`src/rtl/button_conditioner.sv`:
```
// Conditions three raw pushbuttons into one-cycle ALU load strobes:
// synchronize, debounce, detect the press edge, and suppress colliding presses.
module button_conditioner #(
    parameter int DEBOUNCE_CYCLES = 1000000,
    parameter int NB_CNT          = 20
) (
    input  logic i_clock,
    input  logic i_reset,
    input  logic i_btnA,
    input  logic i_btnB,
    input  logic i_btnOP,
    output logic o_bA,
    output logic o_bB,
    output logic o_bOP,
    output logic o_conflict
);

    localparam logic [NB_CNT-1:0] CNT_LAST = NB_CNT'(DEBOUNCE_CYCLES - 1);

    // Bit 0 = A, bit 1 = B, bit 2 = OP throughout.
    logic [2:0]        raw;
    logic [2:0]        s1;
    logic [2:0]        s2;
    logic [2:0]        stable;
    logic [2:0]        press;
    logic              multi_press;
    logic [NB_CNT-1:0] cnt [3];

    assign raw = {i_btnOP, i_btnB, i_btnA};

    // A press is the edge on which a differing high level completes its count,
    // so the strobe register loads on the same edge that stable rises.
    always_comb begin
        press = '0;
        for (int i = 0; i < 3; i++) begin
            press[i] = s2[i] & ~stable[i] & (cnt[i] == CNT_LAST);
        end
    end

    assign multi_press = |(press & (press - 3'd1));

    always_ff @(posedge i_clock) begin
        if (!i_reset) begin
            s1     <= '0;
            s2     <= '0;
            stable <= '0;
            for (int i = 0; i < 3; i++) begin
                cnt[i] <= '0;
            end
        end else begin
            s1 <= raw;
            s2 <= s1;
            for (int i = 0; i < 3; i++) begin
                if (s2[i] == stable[i]) begin
                    cnt[i] <= '0;
                end else if (cnt[i] == CNT_LAST) begin
                    stable[i] <= s2[i];
                    cnt[i]    <= '0;
                end else begin
                    cnt[i] <= cnt[i] + NB_CNT'(1);
                end
            end
        end
    end

    // Colliding presses are consumed here: only the conflict flag fires.
    always_ff @(posedge i_clock) begin
        if (!i_reset) begin
            o_bA       <= 1'b0;
            o_bB       <= 1'b0;
            o_bOP      <= 1'b0;
            o_conflict <= 1'b0;
        end else begin
            o_bA       <= (press == 3'b001);
            o_bB       <= (press == 3'b010);
            o_bOP      <= (press == 3'b100);
            o_conflict <= multi_press;
        end
    end

endmodule

```
`config.mk`:
```
export PLATFORM = sky130hd
export DESIGN_NAME = button_conditioner
export DESIGN_NICKNAME = d
export VERILOG_FILES = /design/src/rtl/button_conditioner.sv
export SDC_FILE = /design/constraint.sdc
export NUM_CORES = 1
export LEC_CHECK = 0
export CAP_MARGIN = 10
export CORE_MARGIN = 3
export CORE_UTILIZATION = 35
export DETAILED_ROUTE_END_ITERATION = 8
export GPL_ROUTABILITY_DRIVEN = 0
export MAX_ROUTING_LAYER = met4
export PLACE_DENSITY_LB_ADDON = 0.15
export SYNTH_ARGS = -nofsm -noshare
export SYNTH_HDL_FRONTEND = slang
export SYNTH_SLANG_ARGS = --single-unit
```
`constraint.sdc`:
```
create_clock -name i_clock -period 2.4 [get_ports i_clock]
set_clock_uncertainty 0.2 [all_clocks]
set_input_delay 0.36 -clock i_clock [delete_from_list [all_inputs] [get_ports i_clock]]
set_output_delay 0.36 -clock i_clock [all_outputs]
set_load 0.03 [all_outputs]
```
==> results of run 1 <==
## registers in the layout (all words and copies together) (netlist names)
register / flops
s2: 3
o_conflict: 1
o_bOP: 1
o_bA: 1
cnt: 60
o_bB: 1
s1: 3
stable: 3
## stage by stage
stage          cell area, µm²  power [mW]  cells
3_5_place_dp             4310        1.61    559
5_1_grt                  4480        2.57    574
6_report                 4480        2.44    574
3_3_place_gp             4310        1.61    559
2_1_floorplan            3980        1.57    410
4_1_cts                  4480        2.49    574
## cells in the final DEF, fill, tap and decap left out, types with 4 or more instances in the layout
cell type         n
clkbuf_8         11
edfxtp_1         60
clkbuf_1          4
xnor2_1          19
nand2_1          24
and2_1            8
buf_4            11
and4_1            9
nor4_1            4
and3_1           12
nand3_1          24
nand4_1          14
nor3_1            7
o211ai_1          4
dfxtp_1          13
clkdlybuf4s50_1   8
inv_1             7
conb_1           60
xor2_1           35
nor2_1           72
ha_1              6
## final timing paths
path / startpoint / to
worst max-delay path: cnt[0][15] / cnt[0][18]
worst min-delay path: s1[0] / s2[0]
worst max register to register: cnt[0][15] / cnt[0][18]
worst min register to register: s1[0] / s2[0]
## metal layers
metal | share of wire | global-route usage | up-vias
li1 | - | - | 1359
met5 | 0 | - | -
met1 | 0.52 | 0.166 | 1217
met4 | 0.019 | 0.0677 | 0
met3 | 0.021 | 0.0247 | 9
met2 | 0.44 | 0.184 | 20
## area by class of cell
cell class                 count  area [µm²]  share of cell area
timing repair buffer          22         223              0.0497
inverter                       7        26.3             0.00587
sequential                    73        2060               0.460
tap                          136         170              0.0380
multi-input combinational    321        1830               0.409
clock buffer                  15         166              0.0372
## cells by family after synthesis
group / share of synthesized area
xor+xnor: 0.126
other cells: 0.000998
compound gates: 0.0160
buf+inv: 0.0226
simple gates: 0.266
flops: 0.549
fa+ha+maj: 0.0200
## power groups by stage
| stage | clock network [mW] | registers [mW] | logic, mW |
|---|---|---|---|
| finish | 0.860 | 1.46 | 0.119 |
| global route | 0.960 | 1.47 | 0.138 |
| CTS | 0.903 | 1.46 | 0.118 |
| detailed placement | 0 | 1.49 | 0.117 |
| global placement | 0 | 1.49 | 0.117 |
| floorplan | 0 | 1.48 | 0.0852 |
==> impl_metrics.py, run 1 <==
metrics = {
    "outcome": {
        "status": "finished, final reports clean",
    },
    "worst_setup_path": {
        "reg2reg_slack_ps": 180,
        "critPathKind": "reg -> reg",
        "crit_path_start_kind": "flop",
        "crit_cells": 6,
        "cpPeakStageDelay_ps": 510,
        "r2r_cells": 6,
        "end_kind": "flop",
        "slowest_stage": "or4_4",
        "crit_arrival_ps": 2120,
        "required_ps": 2300,
        "path_max_fanout": 20,
        "path_buf_inv": 1,
        "crit_chain": "nor4b_1, nand4_1, or4_4, nand3b_2, buf_12, nor2_1",
        "path_delay_family": "simple AND/OR/NAND/NOR gates",
    },
    "finish": {
        "layout-drive-gt1-share": 0.0685,
        "syn2layout_area_growth_pct": 19.2,
        "fillers": 1041,
        "utilization": 0.432,
        "diodes": 0,
        "num-nets-final": 445,
    },
    "floorplanning": {
        "die_w_um": 110,
        "start_util": 0.362,
        "rows": 37,
        "core_area_um2": 10400,
        "dieHeight_um": 110,
        "ios": 9,
        "design.die.area_um2": 12000,
    },
    "clock_tree": {
        "cts_made_buffers": 9,
        "path_clk_slew_ps": 70,
        "post-cts-setup-buffers": 0,
        "cts_resized": 0,
        "cts_hold_buf": 0,
        "clk_latency_ps": 340,
        "cts-htree-levels": 3,
        "cts_root_buffer": "clkbuf_8",
        "cts_tree": "yes",
        "clock-sinks": 73,
        "cts_buffer_depth": 2,
    },
    "power": {
        "power.internal_mw": 1.90,
        "sequentialPowerShare": 0.599,
        "ir_worst_vdd_v": 0.000213,
        "pwr_density_cell_nw_per_um2": 545,
        "p_clk_frac": 0.352,
        "pwr-share-comb": 0.049,
        "leakage_nw": 1.59,
        "swShare": 0.221,
        "power.switching_mw": 0.541,
    },
    "synth": {
        "synth_edf_count": 60,
        "synth_top_cell_by_area": "edfxtp_1",
        "ys_seq_area_frac": 0.549,
        "synthTopCellsByArea": "edfxtp_1 48%, xor2_1 8.2%, nor2_1 7.2%, dfxtp_1 6.9%, xnor2_1 4.4%",
        "synth_cell_types": 36,
        "synthTopCellsByCount": "72 x nor2_1, 60 x edfxtp_1, 35 x xor2_1",
        "syn_avg_cell_area_um2": 10.7,
        "synthArstFlopShare": 0,
        "synthCells": 351,
        "synth_most_common_cell": "nor2_1",
        "yosysTopAreaCellShare": 0.480,
        "ys_ff_latch": 73,
        "synth_area_um2": 3760,
        "synthFlopType": "edfxtp_1",
        "synth-warning-count": 0,
    },
    "place": {
        "dp_hpwl_um": 4530,
        "portBuffers": 8,
        "post-place-ws_ps": 186,
    },
    "route": {
        "wl_per_cell_um": 11.0,
        "via_per_inst": 4.54,
        "totalWireLength_um": 6340,
        "drt_first_pass_iters": 4,
        "antenna_left": 0,
        "via_count": 2605,
        "drt-initial-drc-count": 64,
        "drc": 0,
    },
    "sta": {
        "finalMaxSlewViolations": 0,
        "final.setup.worst_slack_ps": 176,
        "tightestPinTransition_ps": 499,
        "fmax_mhz": 450,
        "period_needed_ps": 2220,
        "finalCritPeriodShare": 0.927,
        "whs_ps": 236,
        "maxSlewHeadroom": 0.664,
        "rsz0062_at_grt": "false",
        "finalHoldViolCount": 0,
        "finalSetupViolCount": 0,
        "tns_ps": 0,
    },
    "min_path": {
        "hold_path_class": "reg -> reg",
        "hold_depth": 1,
    },
    "global_route": {
        "grt_pass1_wl_um": 11500,
        "grt_max_degree": 21,
        "track_usage": 0.126,
        "grt_antenna_before_repair": 0,
        "first_global_vias": 2534,
        "overflow": 0,
    },
    "run": {
        "maxCapViolCount": 0,
    },
}
(Power assumes the default switching activity.)
==> inputs of run 2 (changes only) <==
--- a/config.mk
+++ b/config.mk
@@ -5,6 +5,7 @@
 export SDC_FILE = /design/constraint.sdc
 export NUM_CORES = 1
 export LEC_CHECK = 0
+export ABC_AREA = 1
 export CAP_MARGIN = 10
 export CORE_MARGIN = 3
 export CORE_UTILIZATION = 35
@@ -12,6 +13,7 @@
 export GPL_ROUTABILITY_DRIVEN = 0
 export MAX_ROUTING_LAYER = met4
 export PLACE_DENSITY_LB_ADDON = 0.15
+export SETUP_SLACK_MARGIN = 0.05
 export SYNTH_ARGS = -nofsm -noshare
 export SYNTH_HDL_FRONTEND = slang
 export SYNTH_SLANG_ARGS = --single-unit
==> run 2 against run 1 <==
- synthesized area is 13% higher
- maximum frequency is 9.8% higher
- die area is 12% higher
- first-iteration DRC count is 140% higher
- clock power is 42% higher
- synthesized cell count is 47% higher
- core utilization is 0.33 points lower
- clock-buffer cell count stayed put
- largest power group unchanged
==> impl_metrics.py, run 2 <==
metrics = {
    "clock_tree": {
        "clock-sinks": 73,
        "path_clk_slew_ps": 60,
        "cts_tree": "yes",
        "cts_resized": 0,
        "cts_root_buffer": "clkbuf_16",
        "cts_made_buffers": 9,
        "post-cts-setup-buffers": 0,
        "cts_buffer_depth": 2,
        "cts-htree-levels": 3,
        "clk_latency_ps": 340,
        "cts_hold_buf": 0,
    },
    "worst_setup_path": {
        "critPathKind": "reg -> reg",
        "timing.rr.end": "cnt[1][13]",
        "reg2reg_slack_ps": 370,
        "r2r_cells": 7,
        "end_kind": "flop",
        "crit_path_start_kind": "flop",
        "crit_chain": "ha_1, nand3_4, nor2_4, nand3_1, nand3_2, buf_4, nor3b_1",
        "path_max_fanout": 11,
        "reg2reg_from": "cnt[1][0]",
        "crit_start": "cnt[1][0]",
        "required_ps": 2380,
        "crit_arrival_ps": 2000,
        "cpPeakStageDelay_ps": 420,
        "slowest_stage": "edfxtp_1",
    },
    "route": {
        "via_count": 3426,
        "drc": 0,
        "via_per_inst": 4.62,
        "drt_first_pass_iters": 4,
        "drt-initial-drc-count": 151,
        "totalWireLength_um": 8540,
        "antenna_left": 0,
        "wl_per_cell_um": 11.5,
    },
    "place": {
        "dp_cells": 725,
        "portBuffers": 8,
        "dp_hpwl_um": 6450,
        "post-place-ws_ps": 330,
    },
    "finish": {
        "syn2layout_area_growth_pct": 17.4,
        "final_cells": 741,
        "largest_register": "cnt",
        "largest_reg_flops": 60,
        "layout_common_cells": "105 x nand2_1, 100 x nor2_1, 67 x inv_1, 60 x edfxtp_1, 60 x conb_1",
        "num-nets-final": 604,
        "diodes": 0,
        "layout-drive-gt1-share": 0.0686,
        "fillers": 1162,
        "final_common_cell": "nand2_1",
    },
    "sta": {
        "tns_ps": 0,
        "finalMaxSlewViolations": 0,
        "period_needed_ps": 2030,
        "fmax_mhz": 494,
        "finalCritPeriodShare": 0.844,
        "final.setup.worst_slack_ps": 374,
        "finalHoldViolCount": 0,
        "rsz0062_at_grt": "false",
        "finalSetupViolCount": 0,
    },
    "synth": {
        "synth_most_common_cell": "nand2_1",
        "synthArstFlopShare": 0,
        "synth_cell_types": 37,
        "syn_avg_cell_area_um2": 8.20,
        "synthFlopType": "edfxtp_1",
        "synthTopCellsByCount": "105 x nand2_1, 100 x nor2_1, 67 x inv_1",
        "synthCells": 517,
        "synth_area_um2": 4240,
        "ys_ff_latch": 73,
        "synth_edf_count": 60,
        "yosysTopAreaCellShare": 0.425,
        "synth-warning-count": 0,
        "synth_top_cell_by_area": "edfxtp_1",
        "synthTopCellsByArea": "edfxtp_1 43%, nand2_1 9.3%, nor2_1 8.9%, dfxtp_1 6.1%, inv_1 5.9%",
        "ys_seq_area_frac": 0.486,
    },
    "floorplanning": {
        "rows": 39,
        "die_w_um": 116,
        "design.die.area_um2": 13500,
        "core_area_um2": 11600,
        "ios": 9,
        "start_util": 0.365,
        "dieHeight_um": 116,
    },
    "min_path": {
        "hold_depth": 2,
        "hold_path_class": "reg -> reg",
        "whs_endpoint": "s2[2]",
        "worstHoldStart": "s1[2]",
    },
    "outcome": {
        "status": "finished, final reports clean",
    },
    "power": {
        "leakage_nw": 1.96,
        "power_mw": 2.83,
        "ir_worst_vdd_v": 0.000199,
        "pwr_density_cell_nw_per_um2": 568,
    },
    "global_route": {
        "grt_antenna_before_repair": 0,
        "overflow": 0,
        "grt_pass1_wl_um": 15100,
        "first_global_vias": 3443,
        "track_usage": 0.144,
        "grt_max_degree": 21,
    },
    "run": {
        "maxCapViolCount": 0,
    },
}
==> run 2: power breakdown <==
| part | leakage (nW) | switching (mW) | internal (mW) |
|---|---|---|---|
| registers | 0.725 | 0.0526 | 1.42 |
| logic | 1.11 | 0.0883 | 0.0472 |
| clock network | 0.128 | 0.493 | 0.728 |
==> run 2: cells by family after synthesis <==
| kind of cell | Yosys count | synth area share |
|---|---|---|
| buffers and inverters | 75 | 0.0729 |
| other | 1 | 0.000885 |
| adder cells (fa/ha/maj) | 6 | 0.0177 |
| AO/OA/AOI/OAI | 38 | 0.0469 |
| XOR/XNOR | 20 | 0.0413 |
| flip-flops | 73 | 0.486 |
| AND/OR/NAND/NOR | 304 | 0.334 |
==> run 2: cell type report <==
cell class	count	area [µm²]	share of cell area
Inverter	68	255	0.0513
Clock buffer	15	258	0.0518
Tap cell	143	179	0.0359
Timing Repair Buffer	13	130	0.0261
Clock inverter	1	5.00	0.00101
Multi-Input combinational cell	428	2090	0.420
Sequential cell	73	2060	0.414
==> run 2: worst max-delay path: cells and delay by family, from the launching register on <==
family | cells | cell delay [ps]
fa+ha+maj | 1 | 280
buf+inv | 1 | 230
flops | 1 | 420
simple gates | 5 | 740
==> run 2: routing by layer <==
metal | GRT usage | up-vias | routed length, µm
met5 | - | - | 0
li1 | - | 1797 | -
met4 | 0.0657 | 0 | 187
met2 | 0.232 | 57 | 4020
met1 | 0.174 | 1557 | 4050
met3 | 0.0303 | 15 | 274
==> run 2: worst max path at each step <==
stage / to / slack, ps / cells past startpoint
floorplan: cnt[2][16] / 600 / 9
global placement: cnt[0][2] / 380 / 5
detailed placement: cnt[0][2] / 330 / 5
CTS: cnt[1][13] / 350 / 7
global route: cnt[2][12] / 210 / 9
finish: cnt[1][13] / 370 / 7
==> run 2: through the flow <==
step | cell area, µm² | hold slack (ps) | util
after detailed placement | 4720 | 228 | 0.406
after global routing | 4980 | 269 | 0.429
final | 4980 | 229 | 0.429
after floorplan | 4460 | 190 | -
after global placement | 4720 | 200 | 0.406
after CTS | 4980 | 238 | 0.429
